`src/rtl/display_scan_ctrl_pkg.sv`:
```
// Shared types and constants for the seven-segment digit scan sequencer.
// Holds the FSM state enum, the blank code and the counter widths.
package disp_pkg;
  typedef enum logic [1:0] {
    IDLE,
    LIT,
    DARK
  } state_t;

  localparam logic [3:0] BLANK_CODE = 4'd8;
  localparam int NUM_DIGITS = 8;
  localparam int DIGIT_W = 3;
  localparam int PHASE_W = 4;
  localparam logic [PHASE_W-1:0] PHASE_LAST = '1;
endpackage

```
`src/rtl/display_scan_ctrl_if.sv`:
```
// Scan sequencer bus: enable/mask/brightness in, control/frame_tick/busy out.
// master drives the configuration, slave is the sequencer itself.
interface display_scan_ctrl_if
  import disp_pkg::*;
();
  logic               enable;
  logic [7:0]         digit_mask;
  logic [PHASE_W-1:0] brightness;
  logic [3:0]         control;
  logic               frame_tick;
  logic               busy;

  modport master (
    output enable, digit_mask, brightness,
    input  control, frame_tick, busy
  );

  modport slave (
    input  enable, digit_mask, brightness,
    output control, frame_tick, busy
  );
endinterface

```
`src/rtl/display_scan_ctrl_next_digit_sel.sv`:
```
// Cyclic priority search for the next enabled digit after cur.
// first=1 returns the lowest set bit; wrap flags nxt<=cur; none flags mask==0.
module next_digit_sel
  import disp_pkg::*;
(
  input  logic [DIGIT_W-1:0] cur,
  input  logic [7:0]         mask,
  input  logic               first,
  output logic [DIGIT_W-1:0] nxt,
  output logic               wrap,
  output logic               none
);
  logic               found;
  logic [DIGIT_W-1:0] idx;

  always_comb begin
    nxt   = cur;
    found = 1'b0;
    idx   = '0;
    none  = (mask == 8'd0);
    for (int i = 0; i < NUM_DIGITS; i++) begin
      idx = first ? DIGIT_W'(i) : cur + DIGIT_W'(i + 1);
      if (!found && mask[idx]) begin
        nxt   = idx;
        found = 1'b1;
      end
    end
    // single-bit mask lands back on cur, which counts as a wrap
    wrap = !first && !none && (nxt <= cur);
  end
endmodule

```
`src/rtl/display_scan_ctrl.sv`:
```
// Digit scan sequencer: time-multiplexes enabled digits with 16-phase PWM.
// Ports: clk, reset (async high), bus (slave: enable/mask/brightness -> control/frame_tick/busy).
module display_scan_ctrl
  import disp_pkg::*;
#(
  parameter int PHASE_CYCLES = 781
) (
  input  logic clk,
  input  logic reset,
  display_scan_ctrl_if.slave bus
);
  localparam int CW = (PHASE_CYCLES > 1) ? $clog2(PHASE_CYCLES) : 1;
  localparam logic [CW-1:0] CNT_MAX = CW'(PHASE_CYCLES - 1);

  state_t             state, state_d;
  logic [DIGIT_W-1:0] digit, digit_d;
  logic [PHASE_W-1:0] phase, phase_d;
  logic [PHASE_W-1:0] bright_q, bright_d;
  logic [CW-1:0]      cnt, cnt_d;
  logic               wrap_d;
  logic [3:0]         control_d;
  logic               frame_d;
  logic               busy_d;

  logic               cnt_wrap;
  logic               slot_end;
  logic [DIGIT_W-1:0] sel_nxt;
  logic               sel_wrap;
  logic               sel_none;

  next_digit_sel u_sel (
    .cur   (digit),
    .mask  (bus.digit_mask),
    .first (state == IDLE),
    .nxt   (sel_nxt),
    .wrap  (sel_wrap),
    .none  (sel_none)
  );

  assign cnt_wrap = (cnt == CNT_MAX);
  assign slot_end = cnt_wrap && (phase == PHASE_LAST);

  always_ff @(posedge clk or posedge reset) begin
    if (reset) begin
      state          <= IDLE;
      digit          <= '0;
      phase          <= '0;
      cnt            <= '0;
      bright_q       <= '0;
      bus.control    <= BLANK_CODE;
      bus.frame_tick <= 1'b0;
      bus.busy       <= 1'b0;
    end else begin
      state          <= state_d;
      digit          <= digit_d;
      phase          <= phase_d;
      cnt            <= cnt_d;
      bright_q       <= bright_d;
      bus.control    <= control_d;
      bus.frame_tick <= frame_d;
      bus.busy       <= busy_d;
    end
  end

  always_comb begin
    state_d  = state;
    digit_d  = digit;
    phase_d  = phase;
    cnt_d    = cnt;
    bright_d = bright_q;
    wrap_d   = 1'b0;
    if (!bus.enable) begin
      state_d = IDLE;
      phase_d = '0;
      cnt_d   = '0;
    end else begin
      unique case (state)
        IDLE: begin
          if (!sel_none) begin
            state_d  = LIT;
            digit_d  = sel_nxt;
            bright_d = bus.brightness;
            phase_d  = '0;
            cnt_d    = '0;
          end
        end
        LIT, DARK: begin
          if (slot_end) begin
            phase_d = '0;
            cnt_d   = '0;
            if (sel_none) begin
              state_d = IDLE;
            end else begin
              state_d  = LIT;
              digit_d  = sel_nxt;
              bright_d = bus.brightness;
              wrap_d   = sel_wrap;
            end
          end else begin
            cnt_d = cnt_wrap ? '0 : cnt + 1'b1;
            if (cnt_wrap) phase_d = phase + 1'b1;
            // leave LIT once the last on-phase completes
            if (state == LIT && cnt_wrap && phase == bright_q)
              state_d = DARK;
          end
        end
        default: state_d = IDLE;
      endcase
    end
  end

  always_comb begin
    control_d = (state_d == LIT) ? {1'b0, digit_d} : BLANK_CODE;
    busy_d    = (state_d != IDLE);
    frame_d   = wrap_d;
  end
endmodule

```
`src/flat_wrapper.sv`:
```
// flat-port wrapper written by rule: the top's interface ports become plain ports
module display_scan_ctrl_flat import disp_pkg::*;
#(
  parameter int PHASE_CYCLES = 781
)
  (clk, reset, bus_enable, bus_digit_mask, bus_brightness, bus_control, bus_frame_tick, bus_busy);
  display_scan_ctrl_if bus_i ();
  input  logic clk;
  input  logic reset;
  input wire logic [$bits(bus_i.enable)-1:0] bus_enable;
  input wire logic [$bits(bus_i.digit_mask)-1:0] bus_digit_mask;
  input wire logic [$bits(bus_i.brightness)-1:0] bus_brightness;
  output wire logic [$bits(bus_i.control)-1:0] bus_control;
  output wire logic [$bits(bus_i.frame_tick)-1:0] bus_frame_tick;
  output wire logic [$bits(bus_i.busy)-1:0] bus_busy;
  assign bus_i.enable = bus_enable;
  assign bus_i.digit_mask = bus_digit_mask;
  assign bus_i.brightness = bus_brightness;
  assign bus_control = bus_i.control;
  assign bus_frame_tick = bus_i.frame_tick;
  assign bus_busy = bus_i.busy;
  display_scan_ctrl #(.PHASE_CYCLES(PHASE_CYCLES)) u_core (.clk(clk), .reset(reset), .bus(bus_i));
endmodule
```
`config.mk`:
```
export PLATFORM = sky130hd
export DESIGN_NAME = display_scan_ctrl_flat
export DESIGN_NICKNAME = d
export VERILOG_FILES = /design/src/rtl/display_scan_ctrl_pkg.sv /design/src/rtl/display_scan_ctrl_if.sv /design/src/rtl/display_scan_ctrl_next_digit_sel.sv /design/src/rtl/display_scan_ctrl.sv /design/src/flat_wrapper.sv
export SDC_FILE = /design/constraint.sdc
export NUM_CORES = 1
export LEC_CHECK = 0
export ABC_AREA = 1
export CORE_AREA = 2 2 67 69
export DETAILED_ROUTE_END_ITERATION = 6
export DIE_AREA = 0 0 69 71
export PLACE_DENSITY = 0.91
export SKIP_LAST_GASP = 1
export SLEW_MARGIN = 30
export SYNTH_ARGS = -nofsm -noshare
export SYNTH_HDL_FRONTEND = slang
export SYNTH_SLANG_ARGS = --single-unit
```
`constraint.sdc`:
```
create_clock -name clk -period 6.65 [get_ports clk]
set_input_delay 0.665 -clock clk [delete_from_list [all_inputs] [get_ports clk]]
set_output_delay 0.665 -clock clk [all_outputs]
set_load 0.02 [all_outputs]
```
==> flow_summary.ini <==
[run_status]
status = finished clean

[route]
antenna_left = 0
drt_pass1_iterations = 5
routedWlPerCell_um = 13.6
viasPerCell = 5.75
vias = 2622
wl_um = 6190
drtIter0Drc = 242
drc = 0

[placement]
io_buffers = 20
globalplace.congestion = 0.982
dp.cells = 448
post-dp-hpwl_um = 4810

[floorplan]
die-area_um2 = 4900
die_w_um = 69
core.rowCount = 24
ios = 21
start_util_pct = 59.6
die_h_um = 71
coreArea_um2 = 4200

[clocking]
clk_latency_ns = 0.29
cts_made_buffers = 5
cts_root_buf = clkbuf_8
cts.sinks = 29
htree_levels = 2
cts_tree = yes
cts.clk_slew.worst_paths_ns = 0.06
postCtsHoldBufs = 0
cts_resized = 0
clk_path_buf_depth = 2
postCtsSetupBuffers = 0

[sta]
fmax_mhz = 281
slew_headroom_pct = 49.9
tightest_slew_ns = 0.752
fin_worst_skew_ns = 0.00770
whs_ns = 0.535
hold_viol = 0
period_share_pct = 53.6
finalSetupViolations = 0
rsz0062_at_grt = no
tns_ns = 0
min_period_ns = 3.56
slew_violations = 0

[min_path]
min-delay-path-class = reg2reg

[cells_and_area]
n_antenna_cell = 0
fill_cells = 344
synthToLayoutAreaGrowth_pct = 14.8
finish.utilization_pct = 68.4
multiInputGateArea_um2 = 1490
layoutNonFillerInstCount = 456
nets = 429
seqCellArea_um2 = 727
drive_gt1_share_pct = 9.65
layout_common_cells = nand2_1 (104), inv_1 (64), nand3_1 (42)
mostFrequentLayoutCell = nand2_1

[synth]
synth_area_um2 = 2500
yosys_warnings = 0
synth_fp_nets = 403
yosysTopAreaCell = dfrtp_1
synthTopCellsByArea = dfrtp_1 (28%), nand2_1 (16%), inv_1 (9.7%)
synth_top_area_share_pct = 28.0
avgSynthCellArea_um2 = 6.64
synthCells = 377
yosysSeqAreaShare_pct = 29.0
ys_seq_elements = 29
ys_types = 38

[global_route]
grt_use_total_pct = 26.4
grt_max_degree = 30
grt_pass1_vias = 2420
grt_pass1_wl_um = 10600
antenna_found_initial = 0
gr-total-overflow = 0

[setup_path]
arrival_ns = 3.76
critical_path.endpoint_type = flop
startpoint_type = flop
critPathKind = reg2reg
crit_required_ns = 6.85
cp_max_fo = 10

[power_and_ir_drop]
total_power_uw = 868
vdd_ir_drop_max_mv = 0.195
powerDensity_nw_per_um2 = 302
leakagePower_uw = 0.00147

[job]
maxCapViolations = 0
## state kept, by name (all words and copies together), names as in the netlist
| name | cells |
|---|---|
| u_core.digit | 3 |
| u_core.bright_q | 4 |
| u_core.cnt | 10 |
| u_core.bus.control | 4 |
| u_core.bus.busy | 1 |
| u_core.phase | 4 |
| u_core.bus.frame_tick | 1 |
| u_core.state | 2 |
## per-stage QoR
stage,instance area [um^2],setup WS [ns]
5_1_grt,2880,2.82
3_5_place_dp,2760,3.16
3_3_place_gp,2760,3.38
4_1_cts,2880,3.14
2_1_floorplan,2500,3.85
6_report,2880,3.09
## path summary, 6_finish.rpt
path	startpoint	endpoint	slack [ns]	cells after the start
worst max-delay path	u_core.state[0]$_DFF_PP0_	u_core.bus.frame_tick$_DFF_PP0_	3.09	19
worst min-delay path	u_core.bright_q[2]$_DFFE_PP0P_	u_core.bright_q[2]$_DFFE_PP0P_	0.53	1
worst max register to register	u_core.state[0]$_DFF_PP0_	u_core.bus.frame_tick$_DFF_PP0_	3.09	19
worst min register to register	u_core.bright_q[2]$_DFFE_PP0P_	u_core.bright_q[2]$_DFFE_PP0P_	0.53	1
max in group asynchronous	reset	u_core.bus.busy$_DFF_PP0_	5.48	2
min in group asynchronous	reset	u_core.phase[1]$_DFFE_PP0P_	0.77	2
## synthesized netlist by cell type (all sizes together)
library cell and n:
inv 70, o41ai 1, nand3 45, ha 11, buf 1, nor3 7
mux2 2, o21a 1, dfstp 1, nor4 2, a221oi 2, nor2 32
nand2 113, or2 1, a31oi 2, o211ai 4, o21ai 18, a21oi 20
clkinv 2, o2111ai 1, o21bai 1, nand4 9, dfrtp 28, xor2 3
## cell type report
| cell class | count | area share, % |
|---|---|---|
| Inverter | 72 | 9.75 |
| Clock inverter | 1 | 1.04 |
| Clock buffer | 7 | 3.00 |
| Tap cell | 52 | 2.26 |
| Sequential cell | 29 | 25.3 |
| Multi-Input combinational cell | 275 | 51.7 |
| Timing Repair Buffer | 20 | 6.96 |
## critical path, cell delays in order, from the launching register on
cell      delay (ns)
dfrtp_1         0.42
inv_1           0.10
ha_1            0.65
nor2_1          0.20
o21bai_2        0.23
nand3_1         0.14
nand2_2         0.14
nand2_4         0.08
nor2_8          0.13
nand3_2         0.10
nor2_4          0.13
nand2_2         0.10
nor2_1          0.10
nor2_1          0.04
o21ai_1         0.09
nand2_2         0.09
ha_1            0.33
a21oi_1         0.15
o21ai_0         0.12
a21oi_1         0.15
## metal layers
| layer | global-route usage (%) | vias up | wire length, um |
|---|---|---|---|
| met5 | 0 | - | 0 |
| met4 | 10.5 | 0 | 155 |
| met3 | 4.70 | 18 | 528 |
| met2 | 43.2 | 137 | 2840 |
| met1 | 34.8 | 1191 | 2670 |
| li1 | - | 1276 | - |
## logic make-up after synthesis
kind of cell	share of synthesized area, %
compound gates	12.1
flops	29.0
buf+inv	11.6
simple gates	39.8
mux	0.899
fa+ha+maj	5.49
xor+xnor	1.05
## where the power goes
group          leakage, uW  switching (uW)  internal (uW)
registers         0.000382            21.9            194
logic              0.00103             304            159
clock network    0.0000585            66.3            122
total              0.00147             393            475
Power figures use the tool's default switching activity.
